**src/rtl/pipelined_barrel_shifter_if.sv**
```systemverilog
// Handshake bundle for the pipelined barrel shifter: operation in, result out.
// The shifter sits on the slave modport; the producer/consumer side uses master.
interface pipelined_barrel_shifter_if #(
  parameter int N = 8
);
  localparam int S = $clog2(N);

  logic         in_valid;
  logic         in_ready;
  logic [N-1:0] x;
  logic [S-1:0] amt;
  logic [1:0]   mode;
  logic         out_valid;
  logic         out_ready;
  logic [N-1:0] z;

  modport slave (
    input  in_valid, x, amt, mode, out_ready,
    output in_ready, out_valid, z
  );

  modport master (
    output in_valid, x, amt, mode, out_ready,
    input  in_ready, out_valid, z
  );
endinterface

```
**src/rtl/pipelined_barrel_shifter.sv**
```systemverilog
// Pipelined barrel shifter: stage k conditionally shifts by 2^k, so the
// result emerges log2(N) cycles after accept, with one op per cycle.
module pipelined_barrel_shifter #(
  parameter int N = 8
) (
  input  logic                     clk,
  input  logic                     reset,
  pipelined_barrel_shifter_if.slave bus
);
  localparam int S = $clog2(N);

  // Applies one fixed-distance step of the selected shift mode; sign_i is the
  // original operand MSB, so arithmetic fill stays correct across stages.
  function automatic logic [N-1:0] stage_shift(
    input logic [N-1:0] din_i,
    input logic [1:0]   mode_i,
    input logic         sign_i,
    input int unsigned  dist_i
  );
    logic [N-1:0] fill_s;
    logic [N-1:0] res_s;
    fill_s = sign_i ? ~({N{1'b1}} >> dist_i) : {N{1'b0}};
    case (mode_i)
      2'b00:   res_s = din_i >> dist_i;
      2'b01:   res_s = (din_i >> dist_i) | fill_s;
      2'b10:   res_s = din_i << dist_i;
      2'b11:   res_s = (din_i >> dist_i) | (din_i << (N - dist_i));
      default: res_s = din_i;
    endcase
    return res_s;
  endfunction

  logic [N-1:0] data_q [S];
  logic [N-1:0] data_d [S];
  logic [S-1:0] amt_q  [S];
  logic [S-1:0] amt_d  [S];
  logic [1:0]   mode_q [S];
  logic [1:0]   mode_d [S];
  logic [S-1:0] sign_q;
  logic [S-1:0] sign_d;
  logic [S-1:0] valid_q;
  logic [S-1:0] valid_d;

  logic [N-1:0] src_data_s [S];
  logic [S-1:0] src_amt_s  [S];
  logic [1:0]   src_mode_s [S];
  logic [S-1:0] src_sign_s;
  logic [S-1:0] src_valid_s;
  logic         advance_s;

  // Next-state for every stage: load from the predecessor on advance, else hold (bubbles included).
  always_comb begin
    advance_s      = ~valid_q[S-1] | bus.out_ready;
    src_data_s[0]  = bus.x;
    src_amt_s[0]   = bus.amt;
    src_mode_s[0]  = bus.mode;
    src_sign_s     = {S{1'b0}};
    src_valid_s    = {S{1'b0}};
    src_sign_s[0]  = bus.x[N-1];
    src_valid_s[0] = bus.in_valid;
    for (int k = 1; k < S; k++) begin
      src_data_s[k]  = data_q[k-1];
      src_amt_s[k]   = amt_q[k-1];
      src_mode_s[k]  = mode_q[k-1];
      src_sign_s[k]  = sign_q[k-1];
      src_valid_s[k] = valid_q[k-1];
    end
    sign_d  = sign_q;
    valid_d = valid_q;
    for (int k = 0; k < S; k++) begin
      if (advance_s) begin
        if (src_amt_s[k][k]) begin
          data_d[k] = stage_shift(src_data_s[k], src_mode_s[k], src_sign_s[k], 32'd1 << k);
        end else begin
          data_d[k] = src_data_s[k];
        end
        amt_d[k]   = src_amt_s[k];
        mode_d[k]  = src_mode_s[k];
        sign_d[k]  = src_sign_s[k];
        valid_d[k] = src_valid_s[k];
      end else begin
        data_d[k]  = data_q[k];
        amt_d[k]   = amt_q[k];
        mode_d[k]  = mode_q[k];
        sign_d[k]  = sign_q[k];
        valid_d[k] = valid_q[k];
      end
    end
  end

  // Stage registers; reset discards every in-flight operation at once.
  always_ff @(posedge clk or posedge reset) begin
    if (reset) begin
      for (int k = 0; k < S; k++) begin
        data_q[k] <= {N{1'b0}};
        amt_q[k]  <= {S{1'b0}};
        mode_q[k] <= 2'b00;
      end
      sign_q  <= {S{1'b0}};
      valid_q <= {S{1'b0}};
    end else begin
      for (int k = 0; k < S; k++) begin
        data_q[k] <= data_d[k];
        amt_q[k]  <= amt_d[k];
        mode_q[k] <= mode_d[k];
      end
      sign_q  <= sign_d;
      valid_q <= valid_d;
    end
  end

  assign bus.in_ready  = advance_s;
  assign bus.out_valid = valid_q[S-1];
  assign bus.z         = data_q[S-1];
endmodule
```
**src/flat_wrapper.sv**
```systemverilog
// flat-port wrapper written by rule: the top's interface ports become plain ports
module pipelined_barrel_shifter_flat 
#(
  parameter int N = 8
)
  (clk, reset, bus_in_valid, bus_x, bus_amt, bus_mode, bus_out_ready, bus_in_ready, bus_out_valid, bus_z);
  pipelined_barrel_shifter_if #(.N(N)) bus_i ();
  input  logic clk;
  input  logic reset;
  input wire logic [$bits(bus_i.in_valid)-1:0] bus_in_valid;
  input wire logic [$bits(bus_i.x)-1:0] bus_x;
  input wire logic [$bits(bus_i.amt)-1:0] bus_amt;
  input wire logic [$bits(bus_i.mode)-1:0] bus_mode;
  input wire logic [$bits(bus_i.out_ready)-1:0] bus_out_ready;
  output wire logic [$bits(bus_i.in_ready)-1:0] bus_in_ready;
  output wire logic [$bits(bus_i.out_valid)-1:0] bus_out_valid;
  output wire logic [$bits(bus_i.z)-1:0] bus_z;
  assign bus_i.in_valid = bus_in_valid;
  assign bus_i.x = bus_x;
  assign bus_i.amt = bus_amt;
  assign bus_i.mode = bus_mode;
  assign bus_i.out_ready = bus_out_ready;
  assign bus_in_ready = bus_i.in_ready;
  assign bus_out_valid = bus_i.out_valid;
  assign bus_z = bus_i.z;
  pipelined_barrel_shifter #(.N(N)) u_core (.clk(clk), .reset(reset), .bus(bus_i));
endmodule
```
**config.mk**
```make
export PLATFORM = sky130hd
export DESIGN_NAME = pipelined_barrel_shifter_flat
export DESIGN_NICKNAME = d
export VERILOG_FILES = /design/src/rtl/pipelined_barrel_shifter_if.sv /design/src/rtl/pipelined_barrel_shifter.sv /design/src/flat_wrapper.sv
export SDC_FILE = /design/constraint.sdc
export NUM_CORES = 1
export LEC_CHECK = 0
export ABC_CLOCK_PERIOD_IN_PS = 2650
export CELL_PAD_IN_SITES_DETAIL_PLACEMENT = 0
export CELL_PAD_IN_SITES_GLOBAL_PLACEMENT = 2
export CORE_MARGIN = 2
export CORE_UTILIZATION = 36
export DETAILED_ROUTE_END_ITERATION = 10
export GPL_ROUTABILITY_DRIVEN = 0
export HOLD_SLACK_MARGIN = 0.08
export PLACE_DENSITY_LB_ADDON = 0.08
export SLEW_MARGIN = 20
export SYNTH_ARGS = -nofsm -noshare
export SYNTH_HDL_FRONTEND = slang
export SYNTH_SLANG_ARGS = --single-unit
export TNS_END_PERCENT = 20
```
**constraint.sdc**
```tcl
create_clock -name clk -period 2.65 [get_ports clk]
set_input_delay 0.6625 -clock clk [delete_from_list [all_inputs] [get_ports clk]]
set_output_delay 0.6625 -clock clk [all_outputs]
set_load 0.02 [all_outputs]
```
==> out/metrics.cfg <==
[run_status]
status = complete, no violations

[synth]
ys_top_cells_by_count = 58 x nand2_1, 36 x dfrtp_1, 19 x o21ai_0
yosysWarnings = 0
synth_compound_area_share_pct = 13.2
syn_nets = 222
synth_top_area_share_pct = 47.9
yosysMostFrequentCell = nand2_1
synth.area.mux_share_pct = 6.91
synthXorXnorAreaFrac_pct = 0
postSynthAreaPerCell_um2 = 9.18
synthAdderAreaFrac_pct = 0
synth_area_leaders = dfrtp_1 48%, nand2_1 12%, mux2i_1 6.9%
synth_edf_count = 0
synthArstFlopShare_pct = 100
yosysUniqueCellTypes = 24
yosys.area_share.simple_pct = 23.7
ys_ff_latch = 36
syn_inst = 205
ys_seq_area_share_pct = 47.9
synth_area_leader_cell = dfrtp_1
synthesis.area_um2 = 1880
synth_flop_cell = dfrtp_1
synth_top_family_by_area = simple AND/OR/NAND/NOR gates

[detailed_routing]
routed_wl_um = 3820
wire_per_inst_um = 13.2
drcViolationCount = 0
dr_total_vias = 1405
dr.pass1.iters = 4
dr.first_iter.drc_count = 50
viasPerCell = 4.84
drtAntennaViolNets = 0

[flow_run]
maxCapViolations = 0

[final_layout]
final_nets = 236
syn2layout_area_growth_pct = 17.0
nFillCells = 528
num_antenna_cells = 0
multiInputGateArea_um2 = 826
drive_gt1_share_pct = 6.36
register_area_um2 = 901
final_cell_area_um2 = 2200

[worst_setup_path]
cpMaxStageDelayCell = clkdlybuf4s50_1
cp.required_ns = 1.99
crit_type = primary input to primary output
worstPathMaxFanout = 2
start_kind = primary input
cpMostUsedCell = clkdlybuf4s50_1
cp-end-kind = primary output
r2r_cells = 4
crit_path_cell_trace = clkdlybuf4s50_1 > nor2b_4 > inv_2 > clkdlybuf4s50_1
cp_data_arrival_time_ns = 1.87
critPathMaxStageDelay_ns = 0.59

[timing]
tns_ns = 0
fin_crit_ns = 2.53
slew-limit-headroom_pct = 70.1
worst_pin_slew_ns = 0.448
rsz0062_at_grt = false
finalHoldViolations = 0
clock_skew_ns = 0.00891
fmax_mhz = 396
drv_slew = 0
hold_slack_ns = 0.467
setup_viol = 0
min_period_over_period_pct = 95.4

[floorplanning]
io-pin-count = 27
fp.coreArea_um2 = 5070
die-height_um = 76.3
fp.dieW_um = 76.3
start_util_pct = 37.1
rows = 26
die_area_um2 = 5820

[hold_path]
hold_depth = 2
min_path_type = flop to flop

[power_and_ir_drop]
peakVddDrop_mv = 0.386
total_power_mw = 2.05
cellPowerDensity_nw_per_um2 = 929
leakagePower_nw = 0.985

[placement]
port_buffers = 26
place_hpwl_um = 2730
place_area_um2 = 2110

[clock_tree]
cts_made_buffers = 5
postCtsHoldBufs = 0
clock_sinks = 36
root_buffer = clkbuf_8
cts_setup_buffers = 0
tritoncts = yes
insertion_delay_ns = 0.29
path_clk_slew_ns = 0.07
h-tree-depth = 2
ctsResizeCount = 0
clock_path_buffers = 2

[global_route]
grt_pass1_vias = 1356
track_usage_pct = 14.3
grt_antenna_before_repair = 0
overflow = 0
grt_pass1_wl_um = 6620
grt_max_degree = 45

-- where the power goes --
part	internal, mW	switching (mW)	leakage, nW
combinational	0.349	0.366	0.492
sequential	0.747	0.182	0.442
clock	0.207	0.194	0.0510
-- final cells by class --
class,instances,share of cell area (%)
clock buffers,6,3.75
clock inverters,2,0.455
inverters,3,0.512
multi-input cells,144,37.5
flip-flops and latches,36,40.9
well taps,70,3.98
repair buffers,29,12.8
-- worst paths after layout --
path / from / end / slack [ns]
max: bus_out_ready / bus_in_ready / 0.12
min: u_core.amt_q[8]$_DFFE_PP0P_ / u_core.amt_q[8]$_DFFE_PP0P_ / 0.47
max reg2reg: u_core.valid_q[2]$_DFFE_PP0P_ / u_core.data_q[23]$_DFFE_PP0P_ / 1.23
min reg2reg: u_core.amt_q[8]$_DFFE_PP0P_ / u_core.amt_q[8]$_DFFE_PP0P_ / 0.47
max in group asynchronous: reset / u_core.data_q[16]$_DFFE_PP0P_ / 1.55
min in group asynchronous: reset / u_core.bus.z[5]$_DFFE_PP0P_ / 0.77
-- metrics by stage --
| step | setup slack, ns | cells | utilization [%] |
|---|---|---|---|
| 2_1_floorplan | 0.792 | 205 | - |
| 3_3_place_gp | 0.119 | 282 | 41.5 |
| 3_5_place_dp | 0.110 | 282 | 41.5 |
| 4_1_cts | 0.110 | 290 | 43.4 |
| 5_1_grt | 0.0951 | 290 | 43.4 |
| 6_report | 0.122 | 290 | 43.4 |
-- cells by family after synthesis --
| family | count (synthesis) |
|---|---|
| buffers and inverters | 25 |
| DFF | 36 |
| muxes | 13 |
| AOI/OAI and AO/OA | 40 |
| and+or+nand+nor | 91 |
-- placed cells by master (no fill, tap or decap), types with 2 or more instances in the layout --
cell type	synthesis	routed
nand2_1	58	58
dfrtp_1	36	36
clkdlybuf4s50_1	0	26
o21ai_0	19	19
mux2i_1	13	13
nand3b_1	12	12
o211ai_1	10	10
nor2b_1	9	9
a31oi_1	7	7
clkbuf_8	0	6
and3_1	4	4
nand2b_1	4	4
buf_4	10	3
a2bb2oi_1	2	2
inv_1	2	2
clkinv_2	0	2
-- registers in the layout, summed over array words and instances, names as in the netlist --
signal,count
u_core.amt_q,3
u_core.bus.z,8
u_core.data_q,16
u_core.mode_q,4
u_core.sign_q,2
u_core.valid_q,3
-- critical path: cells and delay by family --
kind | cells | cell delay (ns)
buf+inv | 3 | 1.14
simple gates | 1 | 0.05
-- per-layer routing --
metal  wire length, um  GRT usage [%]  up-vias
met3               140           4.03        5
met1              1750           17.2      656
met4                49           4.36        0
met5                 0              0        -
met2              1870           24.8       27
li1                  -              -      717
(Power assumes the default switching activity.)
